--- config.mk ---
export PLATFORM = sky130hd
export DESIGN_NAME = eth_rx_hdr_filter
export DESIGN_NICKNAME = d
export VERILOG_FILES = /design/src/rtl/eth_rx_hdr_filter.sv
export SDC_FILE = /design/constraint.sdc
export NUM_CORES = 1
export LEC_CHECK = 0
export CORE_UTILIZATION = 35
export DETAILED_ROUTE_END_ITERATION = 8
export GPL_TIMING_DRIVEN = 0
export SLEW_MARGIN = 15
export SYNTH_ARGS = -nofsm -noshare
export SYNTH_HDL_FRONTEND = slang
export SYNTH_SLANG_ARGS = --single-unit
--- constraint.sdc ---
create_clock -name logic_clk -period 2.92 [get_ports logic_clk]
set_input_delay 0.584 -clock logic_clk [delete_from_list [all_inputs] [get_ports logic_clk]]
set_output_delay 0.584 -clock logic_clk [all_outputs]
set_load 0.01 [all_outputs]
--- src/rtl/eth_rx_hdr_filter.sv ---
// Ethernet receive header filter.
// Parses the 14-byte Ethernet header from the RX FIFO byte stream, decides on
// destination MAC (and optionally EtherType) whether the frame is wanted, and
// either presents the header and passes the payload straight through, or
// swallows the rest of the frame. Feeds the IP/UDP receive path.
module eth_rx_hdr_filter #(
  parameter bit          ACCEPT_BROADCAST = 1'b1,
  parameter bit          ACCEPT_MULTICAST = 1'b0,
  parameter bit          ETYPE_FILTER_EN  = 1'b0,
  parameter logic [15:0] ETYPE_MATCH      = 16'h0800
) (
  input  logic        logic_clk,
  input  logic        logic_rst_n,
  input  logic [7:0]  s_axis_tdata,
  input  logic        s_axis_tvalid,
  output logic        s_axis_tready,
  input  logic        s_axis_tlast,
  input  logic        s_axis_tuser,
  output logic        m_eth_hdr_valid,
  input  logic        m_eth_hdr_ready,
  output logic [47:0] m_eth_dest_mac,
  output logic [47:0] m_eth_src_mac,
  output logic [15:0] m_eth_type,
  output logic [7:0]  m_axis_tdata,
  output logic        m_axis_tvalid,
  input  logic        m_axis_tready,
  output logic        m_axis_tlast,
  output logic        m_axis_tuser,
  input  logic [47:0] local_mac,
  input  logic        promisc_en,
  output logic        stat_accepted,
  output logic        stat_filtered,
  output logic        stat_runt
);

  typedef enum logic [1:0] {
    HDR,
    HDR_OUT,
    PAYLOAD,
    DROP
  } state_e;

  state_e        state_q;
  logic [3:0]    cnt_q;
  logic [111:0]  hdr_q;
  logic          hdrValid_q;
  logic          statAccepted_q;
  logic          statFiltered_q;
  logic          statRunt_q;

  logic          inBeat;
  logic [47:0]   liveDest;
  logic [15:0]   liveType;
  logic          destMatch;
  logic          typeMatch;
  logic          hdrMatch;

  // Accept/reject decision, taken while header byte 13 is still on the bus:
  // the EtherType low byte comes live from the input, everything else is registered.
  always_comb begin
    inBeat    = s_axis_tvalid & s_axis_tready;
    liveDest  = hdr_q[111:64];
    liveType  = {hdr_q[15:8], s_axis_tdata};
    destMatch = promisc_en
              | (liveDest == local_mac)
              | (ACCEPT_BROADCAST && (liveDest == 48'hFFFF_FFFF_FFFF))
              | (ACCEPT_MULTICAST && liveDest[40]);
    typeMatch = !ETYPE_FILTER_EN || (liveType == ETYPE_MATCH);
    hdrMatch  = destMatch & typeMatch;
  end

  // Input ready and payload pass-through; the payload path is purely combinational
  // so no byte is ever buffered here.
  always_comb begin
    s_axis_tready = 1'b0;
    m_axis_tvalid = 1'b0;
    m_axis_tdata  = 8'h00;
    m_axis_tlast  = 1'b0;
    m_axis_tuser  = 1'b0;
    unique case (state_q)
      HDR, DROP: s_axis_tready = 1'b1;
      PAYLOAD: begin
        s_axis_tready = m_axis_tready;
        m_axis_tvalid = s_axis_tvalid;
        m_axis_tdata  = s_axis_tdata;
        m_axis_tlast  = s_axis_tlast;
        m_axis_tuser  = s_axis_tuser & s_axis_tlast;
      end
      default: ;
    endcase
  end

  // Frame FSM: header capture, filter decision, header handshake, payload/drop tracking.
  always_ff @(posedge logic_clk or negedge logic_rst_n) begin
    if (!logic_rst_n) begin
      state_q        <= HDR;
      cnt_q          <= 4'd0;
      hdr_q          <= '0;
      hdrValid_q     <= 1'b0;
      statAccepted_q <= 1'b0;
      statFiltered_q <= 1'b0;
      statRunt_q     <= 1'b0;
    end else begin
      statAccepted_q <= 1'b0;
      statFiltered_q <= 1'b0;
      statRunt_q     <= 1'b0;
      unique case (state_q)
        HDR: begin
          if (inBeat) begin
            for (int i = 0; i < 14; i++) begin
              if (cnt_q == 4'(i)) hdr_q[(13 - i) * 8 +: 8] <= s_axis_tdata;
            end
            if (s_axis_tlast) begin
              statRunt_q <= 1'b1;
              cnt_q      <= 4'd0;
            end else if (cnt_q == 4'd13) begin
              cnt_q <= 4'd0;
              if (hdrMatch) begin
                hdrValid_q <= 1'b1;
                state_q    <= HDR_OUT;
              end else begin
                statFiltered_q <= 1'b1;
                state_q        <= DROP;
              end
            end else begin
              cnt_q <= cnt_q + 4'd1;
            end
          end
        end
        HDR_OUT: begin
          if (m_eth_hdr_ready) begin
            hdrValid_q     <= 1'b0;
            statAccepted_q <= 1'b1;
            state_q        <= PAYLOAD;
          end
        end
        PAYLOAD: begin
          if (inBeat && s_axis_tlast) begin
            cnt_q   <= 4'd0;
            state_q <= HDR;
          end
        end
        DROP: begin
          if (inBeat && s_axis_tlast) state_q <= HDR;
        end
        default: state_q <= HDR;
      endcase
    end
  end

  assign m_eth_hdr_valid = hdrValid_q;
  assign m_eth_dest_mac  = hdr_q[111:64];
  assign m_eth_src_mac   = hdr_q[63:16];
  assign m_eth_type      = hdr_q[15:0];
  assign stat_accepted   = statAccepted_q;
  assign stat_filtered   = statFiltered_q;
  assign stat_runt       = statRunt_q;

endmodule

==> results by group <==
Routing
  – DRT Pass-1 Iters: 4
  – Drc violations: 0
  – Post-DRT Antenna Nets: 0
  – Drt initial violations: about 120
  – Via total after detailed routing: approximately 4200
  – Via density: a little under 5
  – Routed length per placed instance: 19.8 um
  – Total Wirelength: ~17000 um

Clock network
  – Clock sink count: 122
  – Clk_lat worst skew: between 0.4 and 0.5 ns
  – CTS tree: yes
  – TritonCTS buffer count: 17
  – H-tree lvl count: 4
  – CTS Root Buffer Type: clkbuf_16
  – CTS clk-pin slew, worst paths: around 0.050 ns
  – Max Root-Sink Buffers: 2

Yosys
  – Post-synth EDFFs: 0
  – Most frequent cell after synthesis: dfrtp_1
  – Synth Cell Area: approximately 0.0056 mm2
  – Post-synth top cells: dfrtp_1 (122), mux2_2 (112), xor2_1 (48)
  – Flops & latches, synth: 122
  – Asr flop ratio synth: 1.00
  – Top cell type's share of synthesized area: 0.548
  – Ys flop type: dfrtp_1
  – Area leader, netlist: dfrtp_1
  – Register area share after synthesis: 0.548
  – Mapped Cells: 414
  – Distinct cells, synth: 37
  – Syn Nets: 482
  – Synth Warn #: 0
  – Avg Cell Area, Syn: 13.4 um2
  – Synth top area cells: dfrtp_1 (55%), mux2_2 (23%), xor2_1 (7.6%)

Die
  – Starting Density: 0.362
  – Die W: between 100 and 150 um
  – Die H: roughly 130 um
  – I/O pin cnt: roughly 190
  – Placement row count: between 40 and 50
  – CORE AREA: about 0.015 mm2
  – Die ar.: approximately 0.016 mm2

STA
  – Max-slew violations: 0
  – Final WS setup: ~0.084 ns
  – F_max: ~0.35 GHz
  – Worst hold slack: ~0.18 ns
  – # setup viols final: 0
  – Endpoints failing hold: 0
  – Worst Tran Pin Value: 0.692 ns
  – Relative slew slack: 0.535
  – Max Clock Skew: between 0.005 and 0.006 ns
  – RSZ-0062 raised after global routing: no
  – Final period utilization: 0.971
  – Minimum clock period: 2.84 ns

Pwr
  – Lkg Pwr: ~3.7 nW
  – PwrDens: around 740 mW/mm2
  – Worst IR drop on VDD: about 0.32 mV

Finish
  – Area grow syn2layout: 49.8%
  – Fin nets: about 690
  – Design Area, Final: around 0.0083 mm2
  – Diode count: 0
  – Layout cell share with drive strength beyond 1: 0.265

Critical path
  – Crit path max-delay family: buffers and inverters
  – Slowest stage cell, crit path: clkdlybuf4s50_1
  – Top cell by count, worst path: clkdlybuf4s50_1
  – Worst path required time: about 2.3 ns
  – Startpoint type of the worst setup path: input port
  – Worst r2r src: state_q[1]
  – Slowest stage delay, CP: about 0.57 ns
  – CP max FO: 10
  – CP arrival: around 2.3 ns
  – CP startpoint: s_axis_tdata[2]
  – Setup CP Type: in2out
  – Reg2reg setup slack: 0.34 ns
  – Worst path buffer plus inverter count: 3
  – Worst Setup End Kind: primary output
  – Worst-path cell chain: clkdlybuf4s50_1 -> clkbuf_2 -> and2_1 -> clkdlybuf4s50_1

Placement
  – GPL Wtd Cong: between 0.8 and 0.9
  – Area post-placement: around 0.0078 mm2
  – Setup WS pre-CTS: -0.278 ns
  – Port Buffers: 190
  – HPWL Detailed: approximately 12000 um

Run status
  – Status: complete, no violations

Run
  – Max-Cap Viols: 0

Global route
  – Global-route usage over all layers: 0.212
  – Vias in the first global route: 4366
  – Initial antenna violation count: 0
  – Grt total ovfl: 0
  – First-pass GRT wire length: 25300 um
  – Largest net degree at the start of global routing: 72

Hold path
  – Hold Crit Class: in2async
-- state kept, by name (all words and copies together), names as in the netlist --
signal	flops
stat_filtered	1
state_q	2
m_eth_hdr_valid	1
stat_accepted	1
cnt_q	4
stat_runt	1
hdr_q	112
-- cell usage in the layout (no fill, tap or decap), types with 4 or more instances in the layout --
master,count
nand2_2,6
clkbuf_1,7
clkinv_2,6
nand2_1,12
ha_1,4
dfrtp_1,122
clkbuf_16,17
nor2_1,5
mux2_2,112
clkbuf_8,7
and2_1,12
xor2_1,48
o21ai_0,8
clkdlybuf4s50_1,189
nor4_1,16
clkbuf_2,8
nand4_1,16
inv_1,5
-- cell type report --
type / instances / area (um2)
Fill cell: 1312 / 7030
Sequential cell: 122 / 3050
Multi-Input combinational cell: 271 / 2430
Timing Repair Buffer: 191 / 1930
Clock buffer: 25 / 526
Tap cell: 211 / 264
Buffer: 16 / 81.3
Clock inverter: 7 / 37.5
Inverter: 5 / 18.8
-- metrics by stage --
step / cells / TNS, ns / power [mW] / util
6_report: 848 / 0 / 6.15 / 0.542
5_1_grt: 848 / 0 / 6.44 / 0.542
4_1_cts: 848 / 0 / 6.21 / 0.542
3_5_place_dp: 816 / -1.45 / 4.25 / 0.505
3_3_place_gp: 815 / -414.76 / 4.21 / 0.503
2_1_floorplan: 414 / 0 / 3.12 / -
-- routing by layer --
layer	up-vias	track usage	share of wire
li1	1926	-	-
met5	-	0	0
met4	0	0.0713	0.016
met1	2106	0.263	0.44
met3	23	0.0735	0.077
met2	163	0.343	0.47
-- path summary, 6_finish.rpt --
check	to	cells after the start
setup / recovery	m_axis_tdata[2]	4
hold / removal	m_eth_hdr_valid	1
setup reg to reg	hdr_q[11]	7
hold reg to reg	hdr_q[16]	1
max in group asynchronous	hdr_q[63]	2
min in group logic_clk	hdr_q[16]	1
-- power breakdown --
part           leakage (nW)  total, mW  switching (mW)  internal [mW]
sequential             1.62       2.48           0.439           2.04
combinational          1.80       1.72           0.678           1.05
clock                 0.285       1.94           0.708           1.23
-- worst register-to-register path, cell delays in order, from the launching register on --
cell,delay [ns]
dfrtp_1,0.41
inv_1,0.08
ha_1,0.27
a21boi_2,0.18
or3_1,0.38
buf_6,0.17
nor4_4,0.57
mux2_2,0.41
-- cells by family after synthesis --
logic type	count (synthesis)	synth area share
adders and majority gates	4	0.00899
buffers and inverters	21	0.0155
xor gates and xnor gates	48	0.0755
and+or+nand+nor	87	0.0998
DFF	122	0.548
AOI/OAI and AO/OA	20	0.0252
muxes	112	0.227
-- timing repair --
item                                    in CTS  in global routing
gates cloned                                 0                  0
endpoints found under the setup margin       8                 10
buffers inserted                             0                  0
hold buffers                                 0                  0
resized for setup                            9                  2
Power figures use the tool's default switching activity.
